**config.mk**
```make
export PLATFORM = sky130hd
export DESIGN_NAME = e203_exu_wbck_arb_flat
export DESIGN_NICKNAME = d
export VERILOG_FILES = /design/src/rtl/e203_exu_wbck_arb_pkg.sv /design/src/rtl/e203_exu_wbck_arb_if.sv /design/src/rtl/e203_exu_wbck_lq.sv /design/src/rtl/e203_exu_wbck_arb.sv /design/src/flat_wrapper.sv
export SDC_FILE = /design/constraint.sdc
export NUM_CORES = 1
export LEC_CHECK = 0
export ABC_AREA = 1
export BUFFER_PORTS_ARGS = -buffer_cell sky130_fd_sc_hd__buf_2
export CAP_MARGIN = 15
export CORE_MARGIN = 2
export CORE_UTILIZATION = 57
export DETAILED_ROUTE_END_ITERATION = 16
export MAX_ROUTING_LAYER = met4
export PLACE_DENSITY = 0.84
export SETUP_SLACK_MARGIN = 0.1
export SLEW_MARGIN = 0
export SYNTH_ARGS = -nofsm -noshare
export SYNTH_HDL_FRONTEND = slang
export SYNTH_SLANG_ARGS = --single-unit
```
**constraint.sdc**
```tcl
create_clock -name clk -period 8.3 [get_ports clk]
set_input_delay 0.83 -clock clk [delete_from_list [all_inputs] [get_ports clk]]
set_output_delay 0.83 -clock clk [all_outputs]
set_load 0.05 [all_outputs]
```
**src/rtl/e203_exu_wbck_arb_pkg.sv**
```systemverilog
// Shared sizing constants for the write-back arbiter slice.
package e203_exu_wbck_arb_pkg;

    localparam int XLEN       = 32;
    localparam int RFIDX_W    = 5;
    localparam int LQ_DEPTH   = 2;
    localparam int STARVE_MAX = 4;
    localparam int STARVE_W   = $clog2(STARVE_MAX + 1);

endpackage

```
**src/rtl/e203_exu_wbck_arb_if.sv**
```systemverilog
// Bundle of the ALU, long-pipe, regfile write and queue status signals
// seen by the write-back arbiter. The arbiter uses the slave view.
interface e203_exu_wbck_arb_if
    import e203_exu_wbck_arb_pkg::*;
();

    logic               alu_wbck_valid;
    logic               alu_wbck_ready;
    logic [RFIDX_W-1:0] alu_wbck_idx;
    logic [XLEN-1:0]    alu_wbck_dat;

    logic               lp_wbck_valid;
    logic               lp_wbck_ready;
    logic [RFIDX_W-1:0] lp_wbck_idx;
    logic [XLEN-1:0]    lp_wbck_dat;

    logic               rf_wbck_wen;
    logic [RFIDX_W-1:0] rf_wbck_idx;
    logic [XLEN-1:0]    rf_wbck_dat;

    logic               lq_empty;

    modport slave (
        input  alu_wbck_valid, alu_wbck_idx, alu_wbck_dat,
        output alu_wbck_ready,
        input  lp_wbck_valid, lp_wbck_idx, lp_wbck_dat,
        output lp_wbck_ready,
        output rf_wbck_wen, rf_wbck_idx, rf_wbck_dat,
        output lq_empty
    );

    modport master (
        output alu_wbck_valid, alu_wbck_idx, alu_wbck_dat,
        input  alu_wbck_ready,
        output lp_wbck_valid, lp_wbck_idx, lp_wbck_dat,
        input  lp_wbck_ready,
        input  rf_wbck_wen, rf_wbck_idx, rf_wbck_dat,
        input  lq_empty
    );

endinterface

```
**src/rtl/e203_exu_wbck_lq.sv**
```systemverilog
// Long-pipe result queue: a small FIFO of (idx, dat) pairs using
// wrap-bit pointers. Ready is the registered-state !full only, so a pop
// in the same cycle never opens a slot combinationally, and an entry
// pushed into an empty queue is only visible at the head next cycle.
module e203_exu_wbck_lq #(
    parameter int DW    = 32,
    parameter int IW    = 5,
    parameter int DEPTH = 2
) (
    input  logic          clk,
    input  logic          rst_n,
    input  logic          push_valid,
    output logic          push_ready,
    input  logic [IW-1:0] push_idx,
    input  logic [DW-1:0] push_dat,
    input  logic          pop,
    output logic [IW-1:0] head_idx,
    output logic [DW-1:0] head_dat,
    output logic          empty
);

    localparam int AW = $clog2(DEPTH);

    logic [AW:0]   wr_ptr;
    logic [AW:0]   rd_ptr;
    logic [IW-1:0] idx_mem [DEPTH];
    logic [DW-1:0] dat_mem [DEPTH];
    logic          full;
    logic          do_push;
    logic          do_pop;

    assign full       = (wr_ptr[AW-1:0] == rd_ptr[AW-1:0]) && (wr_ptr[AW] != rd_ptr[AW]);
    assign empty      = (wr_ptr == rd_ptr);
    assign push_ready = !full;
    assign do_push    = push_valid && !full;
    assign do_pop     = pop && !empty;
    assign head_idx   = idx_mem[rd_ptr[AW-1:0]];
    assign head_dat   = dat_mem[rd_ptr[AW-1:0]];

    // Pointer update; reset discards whatever the queue held.
    always_ff @(posedge clk or negedge rst_n) begin
        if (!rst_n) begin
            wr_ptr <= '0;
            rd_ptr <= '0;
        end else begin
            if (do_push) wr_ptr <= wr_ptr + 1'b1;
            if (do_pop)  rd_ptr <= rd_ptr + 1'b1;
        end
    end

    // Entry storage; contents are only meaningful between the pointers.
    always_ff @(posedge clk) begin
        if (do_push) begin
            idx_mem[wr_ptr[AW-1:0]] <= push_idx;
            dat_mem[wr_ptr[AW-1:0]] <= push_dat;
        end
    end

endmodule

```
**src/rtl/e203_exu_wbck_arb.sv**
```systemverilog
// Write-back arbiter: picks between the long-pipe queue head and the ALU
// each cycle, guards the ALU against starvation, and registers the
// winner into the single regfile write port. Writes to x0 complete their
// handshake but never raise the write enable.
module e203_exu_wbck_arb
    import e203_exu_wbck_arb_pkg::*;
(
    input  logic                 clk,
    input  logic                 rst_n,
    e203_exu_wbck_arb_if.slave   bus
);

    localparam logic [STARVE_W-1:0] STARVE_LIMIT = STARVE_W'(STARVE_MAX);

    logic [RFIDX_W-1:0]  head_idx;
    logic [XLEN-1:0]     head_dat;
    logic                lq_empty_w;
    logic                head_win;
    logic                alu_win;
    logic                winner_valid;
    logic [RFIDX_W-1:0]  winner_idx;
    logic [XLEN-1:0]     winner_dat;
    logic [STARVE_W-1:0] starve_cnt;
    logic [STARVE_W-1:0] starve_nxt;

    e203_exu_wbck_lq #(
        .DW    (XLEN),
        .IW    (RFIDX_W),
        .DEPTH (LQ_DEPTH)
    ) u_lq (
        .clk        (clk),
        .rst_n      (rst_n),
        .push_valid (bus.lp_wbck_valid),
        .push_ready (bus.lp_wbck_ready),
        .push_idx   (bus.lp_wbck_idx),
        .push_dat   (bus.lp_wbck_dat),
        .pop        (head_win),
        .head_idx   (head_idx),
        .head_dat   (head_dat),
        .empty      (lq_empty_w)
    );

    assign bus.lq_empty = lq_empty_w;

    // Queue head wins unless the ALU has been held off long enough; the ALU
    // ready does not depend on its own valid so an empty queue never stalls it.
    always_comb begin
        head_win           = !lq_empty_w && (starve_cnt < STARVE_LIMIT);
        alu_win            = bus.alu_wbck_valid && !head_win;
        bus.alu_wbck_ready = !head_win;
        winner_valid       = head_win || alu_win;
        winner_idx         = head_win ? head_idx : bus.alu_wbck_idx;
        winner_dat         = head_win ? head_dat : bus.alu_wbck_dat;
    end

    // Count consecutive cycles where a valid ALU result was refused.
    always_comb begin
        starve_nxt = starve_cnt;
        if (alu_win || !bus.alu_wbck_valid) begin
            starve_nxt = '0;
        end else if (starve_cnt != STARVE_LIMIT) begin
            starve_nxt = starve_cnt + STARVE_W'(1);
        end
    end

    // Starve counter register.
    always_ff @(posedge clk or negedge rst_n) begin
        if (!rst_n) starve_cnt <= '0;
        else        starve_cnt <= starve_nxt;
    end

    // Write enable: one-cycle-late strobe, suppressed for x0 targets.
    always_ff @(posedge clk or negedge rst_n) begin
        if (!rst_n) bus.rf_wbck_wen <= 1'b0;
        else        bus.rf_wbck_wen <= winner_valid && (winner_idx != '0);
    end

    // Write index/data: loaded only when there is a winner, held otherwise.
    always_ff @(posedge clk or negedge rst_n) begin
        if (!rst_n) begin
            bus.rf_wbck_idx <= '0;
            bus.rf_wbck_dat <= '0;
        end else if (winner_valid) begin
            bus.rf_wbck_idx <= winner_idx;
            bus.rf_wbck_dat <= winner_dat;
        end
    end

endmodule
```
**src/flat_wrapper.sv**
```systemverilog
// flat-port wrapper written by rule: the top's interface ports become plain ports
module e203_exu_wbck_arb_flat import e203_exu_wbck_arb_pkg::*;
  (clk, rst_n, bus_alu_wbck_valid, bus_alu_wbck_idx, bus_alu_wbck_dat, bus_alu_wbck_ready, bus_lp_wbck_valid, bus_lp_wbck_idx, bus_lp_wbck_dat, bus_lp_wbck_ready, bus_rf_wbck_wen, bus_rf_wbck_idx, bus_rf_wbck_dat, bus_lq_empty);
  e203_exu_wbck_arb_if bus_i ();
  input  logic clk;
  input  logic rst_n;
  input wire logic [$bits(bus_i.alu_wbck_valid)-1:0] bus_alu_wbck_valid;
  input wire logic [$bits(bus_i.alu_wbck_idx)-1:0] bus_alu_wbck_idx;
  input wire logic [$bits(bus_i.alu_wbck_dat)-1:0] bus_alu_wbck_dat;
  output wire logic [$bits(bus_i.alu_wbck_ready)-1:0] bus_alu_wbck_ready;
  input wire logic [$bits(bus_i.lp_wbck_valid)-1:0] bus_lp_wbck_valid;
  input wire logic [$bits(bus_i.lp_wbck_idx)-1:0] bus_lp_wbck_idx;
  input wire logic [$bits(bus_i.lp_wbck_dat)-1:0] bus_lp_wbck_dat;
  output wire logic [$bits(bus_i.lp_wbck_ready)-1:0] bus_lp_wbck_ready;
  output wire logic [$bits(bus_i.rf_wbck_wen)-1:0] bus_rf_wbck_wen;
  output wire logic [$bits(bus_i.rf_wbck_idx)-1:0] bus_rf_wbck_idx;
  output wire logic [$bits(bus_i.rf_wbck_dat)-1:0] bus_rf_wbck_dat;
  output wire logic [$bits(bus_i.lq_empty)-1:0] bus_lq_empty;
  assign bus_i.alu_wbck_valid = bus_alu_wbck_valid;
  assign bus_i.alu_wbck_idx = bus_alu_wbck_idx;
  assign bus_i.alu_wbck_dat = bus_alu_wbck_dat;
  assign bus_alu_wbck_ready = bus_i.alu_wbck_ready;
  assign bus_i.lp_wbck_valid = bus_lp_wbck_valid;
  assign bus_i.lp_wbck_idx = bus_lp_wbck_idx;
  assign bus_i.lp_wbck_dat = bus_lp_wbck_dat;
  assign bus_lp_wbck_ready = bus_i.lp_wbck_ready;
  assign bus_rf_wbck_wen = bus_i.rf_wbck_wen;
  assign bus_rf_wbck_idx = bus_i.rf_wbck_idx;
  assign bus_rf_wbck_dat = bus_i.rf_wbck_dat;
  assign bus_lq_empty = bus_i.lq_empty;
  e203_exu_wbck_arb u_core (.clk(clk), .rst_n(rst_n), .bus(bus_i));
endmodule
```
==> impl_metrics.csv <==
group,metric,value,unit
status,status,"completed",
floorplanning,initial_utilization,58.3,%
critical_path,cp-start-kind,"flop",
clocking,cts_buffers,17,
routing,dr.pass1.iters,6,
synthesis,synth_fa_ha_area_share,0.528,%
placement,numPlacedInstances,587,
clocking,clkTransAtPathRegs,0.06,ns
clocking,clockBufferDepth,2,
timing,min_period,3.18,ns
clocking,cts_tree,"yes",
clocking,cts.sinks,119,
timing,drv_slew,0,
synthesis,synthMuxAreaShare,0,%
power,power_density,480,nW/um^2
clocking,h-tree-depth,4,
cells_and_area,nets,582,
timing,final.setup.worst_slack,5.12,ns
cells_and_area,n_antenna_cell,0,
routing,drc,0,
synthesis,synth_top_area_cell,"edfxtp_1",
floorplanning,fp.dieH,95.2,um
synthesis,synth_compound_area_share,6.23,%
timing,period_share,38.3,%
timing,fmax,0.314,GHz
routing,ant_nets,0,
floorplanning,dieWidth,95.2,um
synthesis,ys.warnings.count,0,
placement,dp_hpwl,6180,um
synthesis,yosys.area_share.simple,18.2,%
clocking,postCtsSetupRepairBufs,0,
placement,place_ws,5.54,ns
timing,rsz0062_at_grt,"false",
floorplanning,rows,33,
cells_and_area,stdcell_count,620,
critical_path,cp-end-kind,"output port",
worst_hold_path,hold_path_class,"flop to flop",
global_routing,grt_pass1_vias,3351,
placement,gp_congestion,0.804,
synthesis,netlist.area_leader.share,46.8,%
timing,final_hold_viol_count,0,
cells_and_area,multi_input_area,1210,um^2
power,ir_worst_vdd,0.000242,V
timing,fin_skew,0.00968,ns
run,maxCapViolCount,0,
routing,num_vias,3457,
synthesis,syn_nets,465,
global_routing,antenna_found_initial,0,
synthesis,synth-xor-area-share,0.369,%
synthesis,synth_seq_cells,119,
synthesis,synth_area,4740,um^2
global_routing,grt_pass1_wl,16800,um
worst_hold_path,min_path_cells,2,
routing,routedWlPerCell,17.7,um
synthesis,yosysSeqAreaShare,70.6,%
synthesis,yosys-top-cells-area,"edfxtp_1, dfrtp_1, nand3_1",
cells_and_area,area_growth,26.8,%
clocking,clock-root-buffer,"clkbuf_8",
timing,maxSlewHeadroom,26.9,%
timing,setup_tns,0,ns
timing,setup_viol,0,
routing,drt_iter0_markers,223,
synthesis,syn_inst,385,
global_routing,grt_use_total,26.3,%
cells_and_area,fill_cells,515,
global_routing,overflow,0,
routing,wirelength,11000,um
cells_and_area,drive_above_1_share,37.9,%
floorplanning,dieArea,9070,um^2
placement,portBuffers,118,
timing,worstMarginPinSlew,1.09,ns
clocking,insertion_delay,0.52,ns
critical_path,cp.arrival,2.35,ns
floorplanning,core,8130,um^2
clocking,cts_resized,0,
synthesis,synthDistinctLibCells,21,
floorplanning,io_pins,119,
routing,avgViaCountPerCell,5.58,
cells_and_area,final-seq-area,3350,um^2
power,p_leak,0.00251,uW
critical_path,crit_fanout,42,
clocking,hold_buffers,0,
critical_path,critPathKind,"flop to output port",
global_routing,grt_max_degree,46,
critical_path,critPathRequiredTime,7.47,ns
synthesis,synth_top_family_by_area,"simple AND/OR/NAND/NOR gates",
critical_path,r2r_cells,10,
synthesis,syn_avg_cell_area,12.3,um^2
-- sequential cells by signal, summed over array words and instances (netlist names) --
| signal | flops |
|---|---|
| u_core.u_lq.dat_mem | 64 |
| u_core.bus.rf_wbck_dat | 32 |
| u_core.u_lq.idx_mem | 10 |
| u_core.bus.rf_wbck_idx | 5 |
| u_core.starve_cnt | 3 |
| u_core.u_lq.rd_ptr | 2 |
| u_core.u_lq.wr_ptr | 2 |
| u_core.bus.rf_wbck_wen | 1 |
-- path summary, 6_finish.rpt --
| kind | slack (ns) | from | endpoint |
|---|---|---|---|
| max | 5.12 | u_core.u_lq.rd_ptr[0]$_DFFE_PN0P_ | bus_alu_wbck_ready |
| min | 0.47 | u_core.bus.rf_wbck_dat[6]$_DFFE_PN0P_ | u_core.bus.rf_wbck_dat[6]$_DFFE_PN0P_ |
| max reg2reg | 5.44 | u_core.u_lq.rd_ptr[0]$_DFFE_PN0P_ | u_core.bus.rf_wbck_dat[4]$_DFFE_PN0P_ |
| min reg2reg | 0.47 | u_core.bus.rf_wbck_dat[6]$_DFFE_PN0P_ | u_core.bus.rf_wbck_dat[6]$_DFFE_PN0P_ |
| max in group asynchronous | 7.15 | rst_n | u_core.bus.rf_wbck_dat[4]$_DFFE_PN0P_ |
| min in group asynchronous | 0.49 | rst_n | u_core.bus.rf_wbck_dat[15]$_DFFE_PN0P_ |
-- cells in the mapped netlist --
master and count:
nand2_1 60, nand3_1 69, xor2_1 2, o21ai_0 6, o21ai_1 4, nand2_4 2
nand2_2 2, clkbuf_1 11, dfrtp_1 45, inv_1 16, inv_2 2, or2_2 33
a21oi_1 1, nor2_1 11, edfxtp_1 74, o211ai_1 32, buf_2 7, inv_4 1
ha_1 2, buf_6 4, or2_4 1
-- critical path, cell delays in order (launching register included) --
cell and delay [ns]:
dfrtp_1 0.37, buf_4 0.40, nand2_1 0.12, nand2_2 0.13
nand2_4 0.08, nand2_4 0.37, buf_2 0.36
-- logic make-up (layout without fill, tap and decap cells) --
| kind of cell | after synthesis | count (layout) |
|---|---|---|
| adder cells (fa/ha/maj) | 2 | 2 |
| flip-flops | 119 | 119 |
| AO/OA/AOI/OAI | 43 | 43 |
| AND/OR/NAND/NOR | 178 | 178 |
| XOR/XNOR | 2 | 2 |
| buffers and inverters | 41 | 171 |
-- report_power, final --
part	total (uW)	internal [uW]	leakage, uW	switching, uW
logic	1160	304	0.00100	860
clock network	763	497	0.000298	266
registers	960	866	0.00121	93.7
total	2890	1670	0.00251	1220
-- routing by layer --
layer,share of wire (%),vias up,global-route usage [%]
met2,52,132,43.4
met1,40,1717,32.1
met5,0,-,-
met3,5.8,19,5.61
li1,-,1589,-
met4,2.1,0,10.4
-- area by class of cell --
class,count,share of cell area (%)
Sequential cell,119,55.7
Multi-Input combinational cell,225,20.2
Timing Repair Buffer,120,10.3
Clock buffer,18,7.11
Clock inverter,14,3.33
Tap cell,105,2.18
Inverter,19,1.23
-- per-stage QoR --
stage,instance area (um^2),utilization [%],hold WS (ns),power [uW]
detailed placement,5370,66.0,0.467,2100
floorplan,4740,-,0.431,1840
global route,6010,73.9,0.483,3030
finish,6010,73.9,0.474,2890
global placement,5370,66.0,0.443,2050
CTS,5990,73.7,0.474,2890
-- cells in the final DEF, fill, tap and decap left out, types with 6 or more instances in the layout --
| cell | netlist | final |
|---|---|---|
| nand3_1 | 69 | 69 |
| nand2_1 | 60 | 60 |
| o211ai_1 | 32 | 32 |
| nor2_1 | 11 | 9 |
| buf_2 | 7 | 118 |
| clkbuf_16 | 0 | 16 |
| or2_2 | 33 | 33 |
| inv_1 | 16 | 16 |
| o21ai_0 | 6 | 6 |
| edfxtp_1 | 74 | 74 |
| dfrtp_1 | 45 | 45 |
No activity file was read; power rests on OpenSTA's default activity.
